[config.mk]
export PLATFORM = sky130hd
export DESIGN_NAME = load_store_unit
export DESIGN_NICKNAME = d
export VERILOG_FILES = /design/src/rtl/lsu_pkg.sv /design/src/rtl/lsu_align.sv /design/src/rtl/load_store_unit.sv
export SDC_FILE = /design/constraint.sdc
export NUM_CORES = 1
export LEC_CHECK = 0
export CAP_MARGIN = 5
export CORE_MARGIN = 4
export CORE_UTILIZATION = 55
export CTS_CLUSTER_DIAMETER = 100
export DETAILED_ROUTE_END_ITERATION = 6
export DONT_BUFFER_PORTS = 1
export PLACE_DENSITY = 0.7
export SYNTH_ARGS = -nofsm -noshare
export SYNTH_HDL_FRONTEND = slang
export SYNTH_SLANG_ARGS = --single-unit
[constraint.sdc]
create_clock -name clock -period 7.2 [get_ports clock]
set_input_delay 0.72 -clock clock [delete_from_list [all_inputs] [get_ports clock]]
set_output_delay 0.72 -clock clock [all_outputs]
set_load 0.02 [all_outputs]
[src/rtl/lsu_pkg.sv]
// Shared types and helpers for the load/store unit: FSM states, funct3 encodings,
// access-size decode and the alignment rules used by load_store_unit.
package lsu_pkg;

    typedef enum logic [1:0] {
        IDLE = 2'd0,
        REQ  = 2'd1,
        DONE = 2'd2
    } lsuState_t;

    typedef enum logic [1:0] {
        SIZE_BYTE = 2'd0,
        SIZE_HALF = 2'd1,
        SIZE_WORD = 2'd2
    } accessSize_t;

    localparam logic [2:0] F3_BYTE  = 3'b000;
    localparam logic [2:0] F3_HALF  = 3'b001;
    localparam logic [2:0] F3_WORD  = 3'b010;
    localparam logic [2:0] F3_BYTEU = 3'b100;
    localparam logic [2:0] F3_HALFU = 3'b101;

    localparam int LSU_DEFAULT_TIMEOUT = 255;

    // Any encoding outside the byte/half family behaves as a full word.
    function automatic accessSize_t sizeOf(input logic [2:0] funct3);
        case (funct3)
            F3_BYTE, F3_BYTEU: sizeOf = SIZE_BYTE;
            F3_HALF, F3_HALFU: sizeOf = SIZE_HALF;
            default:           sizeOf = SIZE_WORD;
        endcase
    endfunction

    function automatic logic isMisaligned(input logic [2:0] funct3, input logic [1:0] offset);
        case (sizeOf(funct3))
            SIZE_BYTE: isMisaligned = 1'b0;
            SIZE_HALF: isMisaligned = offset[0];
            default:   isMisaligned = (offset != 2'b00);
        endcase
    endfunction

    // Clears the low address bits that would straddle the access size.
    function automatic logic [1:0] forceAligned(input logic [2:0] funct3, input logic [1:0] offset);
        case (sizeOf(funct3))
            SIZE_BYTE: forceAligned = offset;
            SIZE_HALF: forceAligned = {offset[1], 1'b0};
            default:   forceAligned = 2'b00;
        endcase
    endfunction

endpackage

[src/rtl/lsu_align.sv]
// Combinational byte-lane steering: store-side byte enables and lane replication,
// load-side lane extraction with sign or zero extension.
module lsu_align
    import lsu_pkg::*;
(
    input  logic [2:0]  storeFunct3,
    input  logic [1:0]  storeOffset,
    input  logic [31:0] storeData,
    input  logic [2:0]  loadFunct3,
    input  logic [1:0]  loadOffset,
    input  logic [31:0] loadWord,
    output logic [3:0]  byteEnable,
    output logic [31:0] storeLanes,
    output logic [31:0] loadResult
);

    logic [7:0]  loadByte;
    logic [15:0] loadHalf;

    always_comb begin
        byteEnable = 4'b1111;
        storeLanes = storeData;
        case (sizeOf(storeFunct3))
            SIZE_BYTE: begin
                byteEnable = 4'b0001 << storeOffset;
                storeLanes = {4{storeData[7:0]}};
            end
            SIZE_HALF: begin
                byteEnable = 4'b0011 << {storeOffset[1], 1'b0};
                storeLanes = {2{storeData[15:0]}};
            end
            default: begin
                byteEnable = 4'b1111;
                storeLanes = storeData;
            end
        endcase
    end

    // Lane select happens before extension so the sign bit comes from the chosen lane.
    always_comb begin
        loadByte   = loadWord[{loadOffset, 3'b000} +: 8];
        loadHalf   = loadWord[{loadOffset[1], 4'b0000} +: 16];
        loadResult = loadWord;
        case (loadFunct3)
            F3_BYTE:  loadResult = {{24{loadByte[7]}}, loadByte};
            F3_BYTEU: loadResult = {24'b0, loadByte};
            F3_HALF:  loadResult = {{16{loadHalf[15]}}, loadHalf};
            F3_HALFU: loadResult = {16'b0, loadHalf};
            default:  loadResult = loadWord;
        endcase
    end

endmodule

[src/rtl/load_store_unit.sv]
// Load/store unit: one data-memory access per M-stage instruction via IDLE -> REQ -> DONE.
// Macro LSU_MISALIGN_CHK_EN turns misaligned half/word accesses into a flagged no-op.
module load_store_unit
    import lsu_pkg::*;
#(
    parameter int TIMEOUT_CYCLES = LSU_DEFAULT_TIMEOUT
) (
    input  logic        clock,
    input  logic        reset,
    input  logic        MemReadM,
    input  logic        MemWriteM,
    input  logic [2:0]  funct3M,
    input  logic [31:0] ALUresultM,
    input  logic [31:0] writedataM,
    output logic [31:0] readDataM,
    output logic        StallLSU,
    output logic        LsuErrM,
    output logic        LsuMisalignM,
    output logic        mem_req,
    output logic        mem_we,
    output logic [31:0] mem_addr,
    output logic [3:0]  mem_be,
    output logic [31:0] mem_wdata,
    input  logic        mem_ready,
    input  logic [31:0] mem_rdata
);

    localparam logic [7:0] TIMEOUT_LAST = 8'(TIMEOUT_CYCLES - 1);

    lsuState_t   state, nextState;
    logic        accessReq;
    logic        misaligned;
    logic        timeoutHit;
    logic [1:0]  reqOffset;
    logic [2:0]  capFunct3;
    logic [1:0]  capOffset;
    logic [7:0]  timeoutCount;
    logic [3:0]  alignBe;
    logic [31:0] alignWdata;
    logic [31:0] alignLoad;

    assign accessReq = MemReadM | MemWriteM;

`ifdef LSU_MISALIGN_CHK_EN
    assign misaligned = isMisaligned(funct3M, ALUresultM[1:0]);
    assign reqOffset  = ALUresultM[1:0];
`else
    assign misaligned = 1'b0;
    assign reqOffset  = forceAligned(funct3M, ALUresultM[1:0]);
`endif

    assign timeoutHit = (state == REQ) && !mem_ready && (timeoutCount == TIMEOUT_LAST);
    assign mem_req    = (state == REQ);

    lsu_align uAlign (
        .storeFunct3 (funct3M),
        .storeOffset (reqOffset),
        .storeData   (writedataM),
        .loadFunct3  (capFunct3),
        .loadOffset  (capOffset),
        .loadWord    (mem_rdata),
        .byteEnable  (alignBe),
        .storeLanes  (alignWdata),
        .loadResult  (alignLoad)
    );

    always_ff @(posedge clock or posedge reset) begin
        if (reset) state <= IDLE;
        else       state <= nextState;
    end

    // mem_ready wins over an expiring timeout because it is tested first.
    always_comb begin
        nextState = state;
        StallLSU  = 1'b0;
        case (state)
            IDLE: begin
                StallLSU = accessReq;
                if (accessReq) nextState = misaligned ? DONE : REQ;
            end
            REQ: begin
                StallLSU = 1'b1;
                if (mem_ready || timeoutHit) nextState = DONE;
            end
            default: nextState = IDLE;
        endcase
    end

    always_ff @(posedge clock or posedge reset) begin
        if (reset) begin
            mem_we       <= 1'b0;
            mem_be       <= 4'b0000;
            mem_addr     <= 32'h0;
            mem_wdata    <= 32'h0;
            readDataM    <= 32'h0;
            LsuErrM      <= 1'b0;
            LsuMisalignM <= 1'b0;
            timeoutCount <= 8'h0;
            capFunct3    <= 3'b000;
            capOffset    <= 2'b00;
        end else begin
            LsuErrM      <= 1'b0;
            LsuMisalignM <= 1'b0;
            case (state)
                IDLE: begin
                    if (accessReq && misaligned) begin
                        LsuMisalignM <= 1'b1;
                    end else if (accessReq) begin
                        mem_we       <= MemWriteM;
                        mem_be       <= alignBe;
                        mem_addr     <= {ALUresultM[31:2], 2'b00};
                        mem_wdata    <= alignWdata;
                        capFunct3    <= funct3M;
                        capOffset    <= reqOffset;
                        timeoutCount <= 8'h0;
                    end
                end
                REQ: begin
                    if (mem_ready) begin
                        if (!mem_we) readDataM <= alignLoad;
                    end else begin
                        timeoutCount <= timeoutCount + 8'h1;
                        if (timeoutHit) begin
                            LsuErrM   <= 1'b1;
                            readDataM <= 32'h0;
                        end
                    end
                end
                default: ;
            endcase
        end
    end

endmodule

Word level (Yosys, flattened, before mapping):

Index checks and enable logic that the tools add are counted.

* bits in read-only memories: 0
* word-level logic and storage cells: 63
* RAM bits: 0
* flip-flop bits (word level): 115
* memories: 0
* bits in latches: 0

* reductions and logical operators: 16
* multipliers: 0
* eq/ne operators: 13
* $lt $le $gt $ge: 0
* add/sub/neg operators: 1
* multiplexer cells: 18
* div/mod/pow operators: 0
* bitwise gates (word level): 1
* shift-type cells: 4

Operator list (count)
* one-hot mux 32 bit (4 select lines): 1
* two-way mux 32 bit: 3
* one-hot mux 32 bit (2 select lines): 1
* variable part select 32 x 6 -> 16 bit: 1
* variable part select 32 x 6 -> 8 bit: 1
* two-way mux 8 bit: 2
* one-hot mux 8 bit (2 select lines): 1
* == test 3 bit, second input constant: 4
* one-hot mux 2 bit (2 select lines): 3
* adder 8 x 1 -> 8 bit, second input constant: 1
* == test 8 bit, second input constant: 1
* one-hot mux 4 bit (2 select lines): 1
* == test 3 x 1 -> 1 bit, second input constant: 2
* zero test 3 bit: 2
* != test 2 bit, second input constant: 3
* AND reduction 3 bit: 2
* == test 2 x 1 -> 1 bit, second input constant: 2
* zero test 2 bit: 2
* two-way mux 2 bit: 2
* AND reduction 2 bit: 2
* nonzero test 2 bit: 2
* OR reduction 2 bit: 2
* left shift 1 x 2 -> 4 bit, first input constant: 1
* left shift 2 x 2 -> 4 bit, first input constant: 1
* 7 further kinds: 10

Logic depth before layout (Yosys ltp):

Gate-level depths: netlist (run 1).

* word-level depth: 7
* gate-level depth with buffers: 7
* depth with buffers taken out: 6

Modules after synthesis:

From an unflattened synthesis (run 1), not the netlist that was laid out.

* cell total of the unflattened synthesis: 502
* area total of the unflattened synthesis: 5768.0 um^2

Modules (own cells, without submodules)
* load_store_unit: area an instance 4654.5 um^2, cells each 325, instances 1
* lsu_align: area an instance 1113.6 um^2, cells each 177, instances 1

Least setup slack after synthesis (run 1):

OpenSTA, ideal clock, no wires.

* path type: in2reg
* start point: in mem_ready
* end point: reg readDataM[21]
* stages on the path: 5
* buffers on the path: 2
* data required time: 7.074 ns
* arrival: 1.920 ns
* setup slack: 5.154 ns
* library setup time: 0.126 ns
* cell sequence: buf_2 -> nor3b_4 -> a41oi_4 -> buf_6 -> a221o_1

* cells in the longest elaborated chain, start to end: 5

RTL lines
* from (decl): line load_store_unit.sv:24 `input logic mem_ready,`
* zero test 1 bit: line load_store_unit.sv:52 `assign timeoutHit = (state == REQ) && !mem_ready && (timeoutCount == TIMEOUT_LAST);`
* logical AND 1 bit (2 in series): line load_store_unit.sv:52
* nonzero test 2 bit (no line)
* AND reduction 3 bit (no line)
* to (signal assigned): line load_store_unit.sv:120 `if (!mem_we) readDataM <= alignLoad;`
* to (decl): line load_store_unit.sv:15 `output logic [31:0] readDataM,`

Parallel ways exist; a longest one is shown, timed or not.
A chain may end at the register's enable or synchronous reset.

Worst setup path after layout (run 1):

* start point: reg capOffset[1]
* end point: reg readDataM[16]

* cells in the longest elaborated chain, start to end: 4

RTL lines
* from (decl): line load_store_unit.sv:36 `logic [1:0] capOffset;`
* from (signal assigned): line load_store_unit.sv:114 `capOffset <= reqOffset;`
* variable part select 32 x 6 -> 16 bit or variable part select 32 x 6 -> 8 bit (tied branches): line lsu_align.sv:42, lsu_align.sv:41
* one-hot mux 32 bit (4 select lines) *: line lsu_align.sv:44 `case (loadFunct3)`
* two-way mux 32 bit *: line load_store_unit.sv:120
* two-way mux 32 bit *: line load_store_unit.sv:119 `if (mem_ready) begin`

Every way passes the cells marked *; elsewhere a longest branch is shown, timed or not. The select of a mux whose other input is x is not followed.

==> summary.md, run 1 <==
| Metric | Value |
|---|---|
| Post-CTS Resized | 0 |
| WL met3 | approximately 1.6 mm |
| Deepest clock path buffer count | 2 |
| # IOs | 209 |
| Critical Path AT | approximately 2.8 ns |
| Mapped Cells | 547 |
| Port bufs | 0 |
| Area after DPL | roughly 5300 µm² |
| Critical path's top delay family | flip-flops |
| Final instance area | 5860 µm² |
| TritonCTS Sinks | roughly 120 |
| Post-Route WL | about 13 mm |
| Height of the die | ~110 µm |
| Critical path type | register to register |
| Worst path max stage delay | about 0.85 ns |
| Ys Warns | 0 |
| Vias/cell | 5.84 |
| DRC Markers | 0 |
| Initial antenna violation count | 0 |
| First-pass detailed-route iteration total | 4 |
| Pwr Density | 507 nW/µm² |
| Chip Width | approximately 110 µm |
| Post-Syn Area | between 5000 and 6000 µm² |
| Starting Density | approximately 57% |
| All-layer global routing usage | 23.9% |
| Yosys cell types | 47 |
| Clock edge transition at the registers on the reported setup and hold paths | about 0.060 ns |
| First-pass GRT wire length | 21.3 mm |
| Met2 wire len | between 6 and 7 mm |
| Yosys reg bits | ~120 |
| Final Skew | around 0.0096 ns |
| CP Buf/Inv Count | 0 |
| Antenna viol nets, final | 0 |
| Rel. slew slack | approximately 30% |
| Setup violators final | 0 |
| Post-Place Worst Slack | ~5 ns |
| Slowest CP cell | dfrtp_1 |
| Worst min path class | input port to async pin |
| Root buffer cell | clkbuf_8 |
| RD Place Congestion | 0.828 |
| HPWL after DPL | about 9.4 mm |
| Total gr overflow | 0 |
| Leakage power | ~0.0028 µW |
| Worst-margin pin slew | 1.05 ns |
| Crit path time final | around 2.4 ns |
| Fmax | ~430 MHz |
| Setup TNS | 0 ns |
| Register area share after synthesis | between 50 and 60% |
| Max-slew violation count | 0 |
| CTS Buf Count | 17 |
| Site Rows | 35 |
| # Post-CTS Setup Buffers | 0 |
| Diode count | 0 |
| Initial DRC Count | roughly 250 |
| Clk_lat worst skew | slightly above 0.5 ns |
| Routed len/inst | approximately 20 µm |
| Crit-path cells | mux2_2 -> mux2i_1 -> nor3_2 -> a221o_1 |
| Die ar. | ~11000 µm² |
| TritonCTS clock tree | yes |
| Post-CTS Hold Buffers | 0 |
| Top sig layer | met4 |
| VDD IR max | between 200 and 250 µV |
| Final WS setup | 4.85 ns |
| Synth Area per Inst | just under 10 µm² |
| CTS H-tree depth | 4 |
| Vias | a little under 4000 |
| Vias in the first global route | 4080 |
| Period utilization | around a third |
| Post-Route M1 WL | 5.07 mm |
| Post-layout util | a little over three fifths |
| Fin. Hold Viols | 0 |
| RSZ-0062 raised after global routing | false |
| Crit path capture type | register |
| Crit path launch type | register |
| Share of cells above drive strength 1 | under 10% |
| Nets | between 600 and 700 |
| Critical Path RT | about 7.6 ns |
| Max Cap Violations | 0 |
| Pin count of the biggest net entering global routing | 72 |
| CP Max Fanout | 20 |
| Area growth syn-to-layout | 10.5% |
| Outcome | completed |
| Core area | about 9300 µm² |
==> report_power, final <==
part	internal (µW)	switching (µW)
clock	441	323
sequential	929	594
combinational	281	403
total	1650	1320
==> registers in the layout, indices dropped and copies added (netlist names) <==
register,count
LsuErrM,1
capFunct3,3
capOffset,2
mem_addr,30
mem_be,4
mem_wdata,32
mem_we,1
readDataM,32
state,2
timeoutCount,8
==> final timing paths <==
| path | to | cells after the start | slack (ns) | startpoint |
|---|---|---|---|---|
| min in group clock | mem_addr[27] | 2 | 0.31 | ALUresultM[27] |
| max | readDataM[16] | 4 | 4.85 | capOffset[1] |
| min reg2reg | timeoutCount[5] | 2 | 0.55 | timeoutCount[5] |
| max in group asynchronous | state[0] | 2 | 5.77 | reset |
| min | mem_addr[25] | 1 | 0.18 | reset |
| max reg2reg | readDataM[16] | 4 | 4.85 | capOffset[1] |
==> Yosys cell counts, drive strengths merged <==
library cell	count	area share [%]
nand2	176	12
dfrtp	115	54
o21ai	49	4.6
mux2i	32	6.0
nor2	22	1.6
a221o	20	3.8
clkbuf	20	1.4
buf	17	2.3
a21oi	13	1.2
a22o	8	1.3
o22ai	7	0.83
a21o	5	0.71
inv	5	0.35
xor2	5	0.83
nor2b	4	0.47
nor3	4	0.47
or3	4	0.47
a2bb2oi	3	0.50
and2	3	0.35
nand2b	3	0.35
nand3	3	0.28
a2111oi	2	0.33
and4	2	0.33
ha	2	0.47
mux2	2	0.42
nand4	2	0.24
nor3b	2	0.50
o211ai	2	0.28
o31ai	2	0.28
o41ai	2	0.61
a31oi	1	0.12
a41oi	1	0.52
and4bb	1	0.24
clkinv	1	0.071
conb	1	0.071
nand3b	1	0.14
nor4b	1	0.17
o21a	1	0.14
o21ba	1	0.19
o31a	1	0.17
or4	1	0.14
==> cell usage in the layout, fill, tap and decap left out, drive strengths merged, types with 7 or more instances in the layout <==
cell type	synthesis	final
a221o	20	20
o22ai	7	7
a21oi	13	13
a22o	8	8
inv	5	13
nor2	22	22
dfrtp	115	115
nand2	176	176
clkbuf	20	18
mux2i	32	32
o21ai	49	49
==> per-stage QoR <==
| stage | std cells | hold slack [ns] | total power [µW] |
|---|---|---|---|
| 3_5_place_dp | 645 | 0.527 | 2220 |
| 5_1_grt | 677 | 0.233 | 3170 |
| 2_1_floorplan | 549 | 0.490 | 2040 |
| 4_1_cts | 677 | 0.208 | 2990 |
| 6_report | 677 | 0.181 | 2970 |
| 3_3_place_gp | 645 | 0.513 | 2180 |
==> cell type report <==
type | instances | area [µm²]
Fill cell | 772 | 3470
Inverter | 6 | 25.0
Clock buffer | 18 | 428
Multi-Input combinational cell | 391 | 2220
Timing Repair Buffer | 4 | 30.0
Clock inverter | 14 | 118
Tap cell | 129 | 161
Sequential cell | 115 | 2880
==> cells by family after synthesis <==
group,after synthesis,synth area share [%]
adders and majority gates,2,0.472
AOI/OAI and AO/OA,118,15.6
xor gates and xnor gates,5,0.826
and+or+nand+nor,229,18.2
muxes,34,6.47
DFF,115,54.3
buffers and inverters,43,4.11
other,1,0.0707
==> layer usage <==
layer,vias to the layer above,global-route usage (%)
met2,191,38.0
met1,1880,28.5
met4,0,8.79
met5,-,0
li1,1862,-
met3,18,11.2
No activity file was read; power rests on OpenSTA's default activity.
==> run 2: changes to the inputs <==
--- a/config.mk
+++ b/config.mk
@@ -11,7 +11,7 @@
 export CTS_CLUSTER_DIAMETER = 100
 export DETAILED_ROUTE_END_ITERATION = 6
 export DONT_BUFFER_PORTS = 1
-export PLACE_DENSITY = 0.7
+export PLACE_DENSITY = 0.73
 export SYNTH_ARGS = -nofsm -noshare
 export SYNTH_HDL_FRONTEND = slang
 export SYNTH_SLANG_ARGS = --single-unit
==> constraint.sdc (replaced) <==
create_clock -name clock -period 2.1 [get_ports clock]
set_input_delay 0.21 -clock clock [delete_from_list [all_inputs] [get_ports clock]]
set_output_delay 0.21 -clock clock [all_outputs]
set_load 0.02 [all_outputs]
==> summary.md, run 2 (same netlist as run 1, synthesis figures left out) <==
| Metric | Value |
|---|---|
| Share of cells above drive strength 1 | 9.01% (was 8.58%) |
| Die ar. | 11300 µm² (unchanged) |
| Vias | 4557 (was 3951) |
| Fin Hold WS | 0.0306 ns (was 0.181 ns) |
| RD Place Congestion | 0.892 (was 0.828) |
| Critical Path AT | 2.40 ns (was 2.79 ns) |
| HPWL after DPL | 9.68 mm (was 9.43 mm) |
| Total gr overflow | 0 (unchanged) |
| Initial antenna violation count | 0 (unchanged) |
| Worst-case hold path end point | readDataM[10] |
| Height of the die | 106 µm (unchanged) |
| All-layer global routing usage | 28.4% (was 23.9%) |
| Post-Route WL | 15.6 mm (was 13.2 mm) |
| Period utilization | 93.4% (was 32.7%) |
| Site Rows | 35 (unchanged) |
| Critical path's top delay family | simple AND/OR/NAND/NOR gates (was flip-flops) |
| Critical path type | register to register (unchanged) |
| TritonCTS Sinks | 115 (unchanged) |
| Reg2reg setup slack | 0.14 ns (was 4.85 ns) |
| Final Skew | 0.0103 ns (was 0.00956 ns) |
| Clk_lat worst skew | 0.51 ns (about the same) |
| Root buffer cell | clkbuf_8 (unchanged) |
| Chip Width | 106 µm (unchanged) |
| First-pass GRT wire length | 25.1 mm (was 21.3 mm) |
| Diode count | 0 (unchanged) |
| Rel. slew slack | 32.8% (was 29.6%) |
| # fillers | 583 (was 772) |
| Max-slew violation count | 0 (unchanged) |
| Hold depth | 3 |
| Pin count of the biggest net entering global routing | 98 (was 72) |
| Core area | 9330 µm² (unchanged) |
| Nets | 748 (was 641) |
| Max Cap Violations | 0 (unchanged) |
| Cells on worst reg2reg path | 4 (unchanged) |
| TritonCTS clock tree | yes (unchanged) |
| Worst-margin pin slew | 1.00 ns (was 1.05 ns) |
| Pwr Density | 1570 nW/µm² (was 507 nW/µm²) |
| Vias/cell | 5.81 (was 5.84) |
| Crit path launch type | register (unchanged) |
| Worst path max stage delay | 0.76 ns (was 0.85 ns) |
| RSZ-0062 raised after global routing | false (unchanged) |
| Multi-input gate area | 2220 µm² (unchanged) |
| CP Buf/Inv Count | 0 (unchanged) |
| Vias in the first global route | 4880 (was 4080) |
| Biggest regs | mem_wdata: 32 flops, readDataM: 32 flops, mem_addr: 30 flops (unchanged) |
| Area growth syn-to-layout | 32.9% (was 10.5%) |
| Critical Path RT | 2.54 ns (was 7.64 ns) |
| Initial DRC Count | 275 (was 254) |
| Routed len/inst | 19.9 µm (was 19.5 µm) |
| Slowest CP cell | nor3_2 (was dfrtp_1) |
| CTS H-tree depth | 4 (unchanged) |
| Starting Density | 56.8% (unchanged) |
| Deepest clock path buffer count | 2 (unchanged) |
| Fmax | 510 MHz (was 425 MHz) |
| CTS Buf Count | 17 (unchanged) |
| Reg2reg start | state[1] (was capOffset[1]) |
| Antenna viol nets, final | 0 (unchanged) |
| Most common cell after layout, fill and taps aside | nand2_1 (unchanged) |
| DRC Markers | 0 (unchanged) |
| VDD IR max | 786 µV (was 223 µV) |
| First-pass detailed-route iteration total | 5 (was 4) |
| FF-to-FF End | readDataM[22] (was readDataM[16]) |
| Outcome | completed (unchanged) |
| Crit-path cells | and4bb_1 -> nand2_1 -> nor3_2 -> a221o_1 (was mux2_2 -> mux2i_1 -> nor3_2 -> a221o_1) |
| Setup TNS | 0 ns (unchanged) |
| Fin. Hold Viols | 0 (unchanged) |
| Crit path time final | 1.96 ns (was 2.35 ns) |
| Clock edge transition at the registers on the reported setup and hold paths | 0.06 ns (about the same) |
| Leakage power | 0.00330 µW (was 0.00278 µW) |
| Port bufs | 0 (unchanged) |
| Crit path capture type | register (unchanged) |
| HP Start | mem_rdata[26] |
| Setup violators final | 0 (unchanged) |
| Most frequent cells in the layout | 176 x nand2_1, 115 x dfrtp_1, 94 x dlygate4sd3_1 (was 176 x nand2_1, 115 x dfrtp_1, 49 x o21ai_0) |
| FF/Latch Area | 2880 µm² (unchanged) |
| Worst min path class | input port to register (was input port to async pin) |
| CP Max Fanout | 16 (was 20) |
| # IOs | 209 (unchanged) |
==> run 2: cell count changes in the layout (fill, tap and decap cells not counted), moves of 3 or more <==
cell	before	now
bufinv_16	0	4
dlygate4sd3_1	0	94
buf_4	4	12
inv_6	7	4
buf_12	0	5
==> run 2: layout make-up <==
class | count | share of cell area (%)
clock buffer | 19 | 6.13
clock inverter | 13 | 2.79
inverter | 6 | 0.373
multi-input combinational | 391 | 31.5
sequential | 115 | 40.8
tap | 129 | 2.29
timing repair buffer | 111 | 16.1
==> run 2: how the worst max path moves through the flow <==
stage / startpoint / cells after the start / end / slack (ns)
after detailed placement: state[1] / 4 / readDataM[29] / 0.16
after global routing: state[1] / 4 / readDataM[20] / 0.04
after CTS: state[1] / 4 / readDataM[20] / 0.15
final: state[1] / 4 / readDataM[22] / 0.14
after global placement: state[1] / 4 / readDataM[31] / 0.25
after floorplan: mem_we / 6 / readDataM[23] / 0.45
==> run 2: timing repair <==
action / CTS / global route
endpoints found under the hold margin: 218 / 0
buffers inserted: 0 / 0
resized for setup: 0 / 0
hold buffers: 95 / 0
==> run 2: tightest hold or removal path: cells and delay by family <==
family,cells,cell delay [ns]
and+or+nand+nor,1,0.09
AOI/OAI and AO/OA,1,0.11
muxes,1,0.09
==> run 2: power by group <==
part	leakage [µW]	internal (µW)	switching, µW
Combinational	0.00155	1240	1640
Sequential	0.00144	3190	1960
Clock	0.000300	1980	1080
Total	0.00330	6410	4680
==> run 2: through the flow <==
step	utilization, %	setup slack, ns	std cells	total power, µW	cell area, µm²
5_1_grt	75.5	0.0395	784	11700	7050
3_5_place_dp	58.5	0.156	657	7810	5460
4_1_cts	75.5	0.152	784	11000	7050
2_1_floorplan	-	0.450	549	6980	5310
6_report	75.5	0.139	784	11100	7050
3_3_place_gp	58.5	0.248	657	7650	5460
==> run 2: layer usage <==
layer	wire (µm)	track usage, %	vias to the layer above
li1	-	-	2076
met1	5620	32.3	2176
met2	8110	49.3	264
met3	1560	10.1	41
met4	320	10.5	0
met5	0	0	-
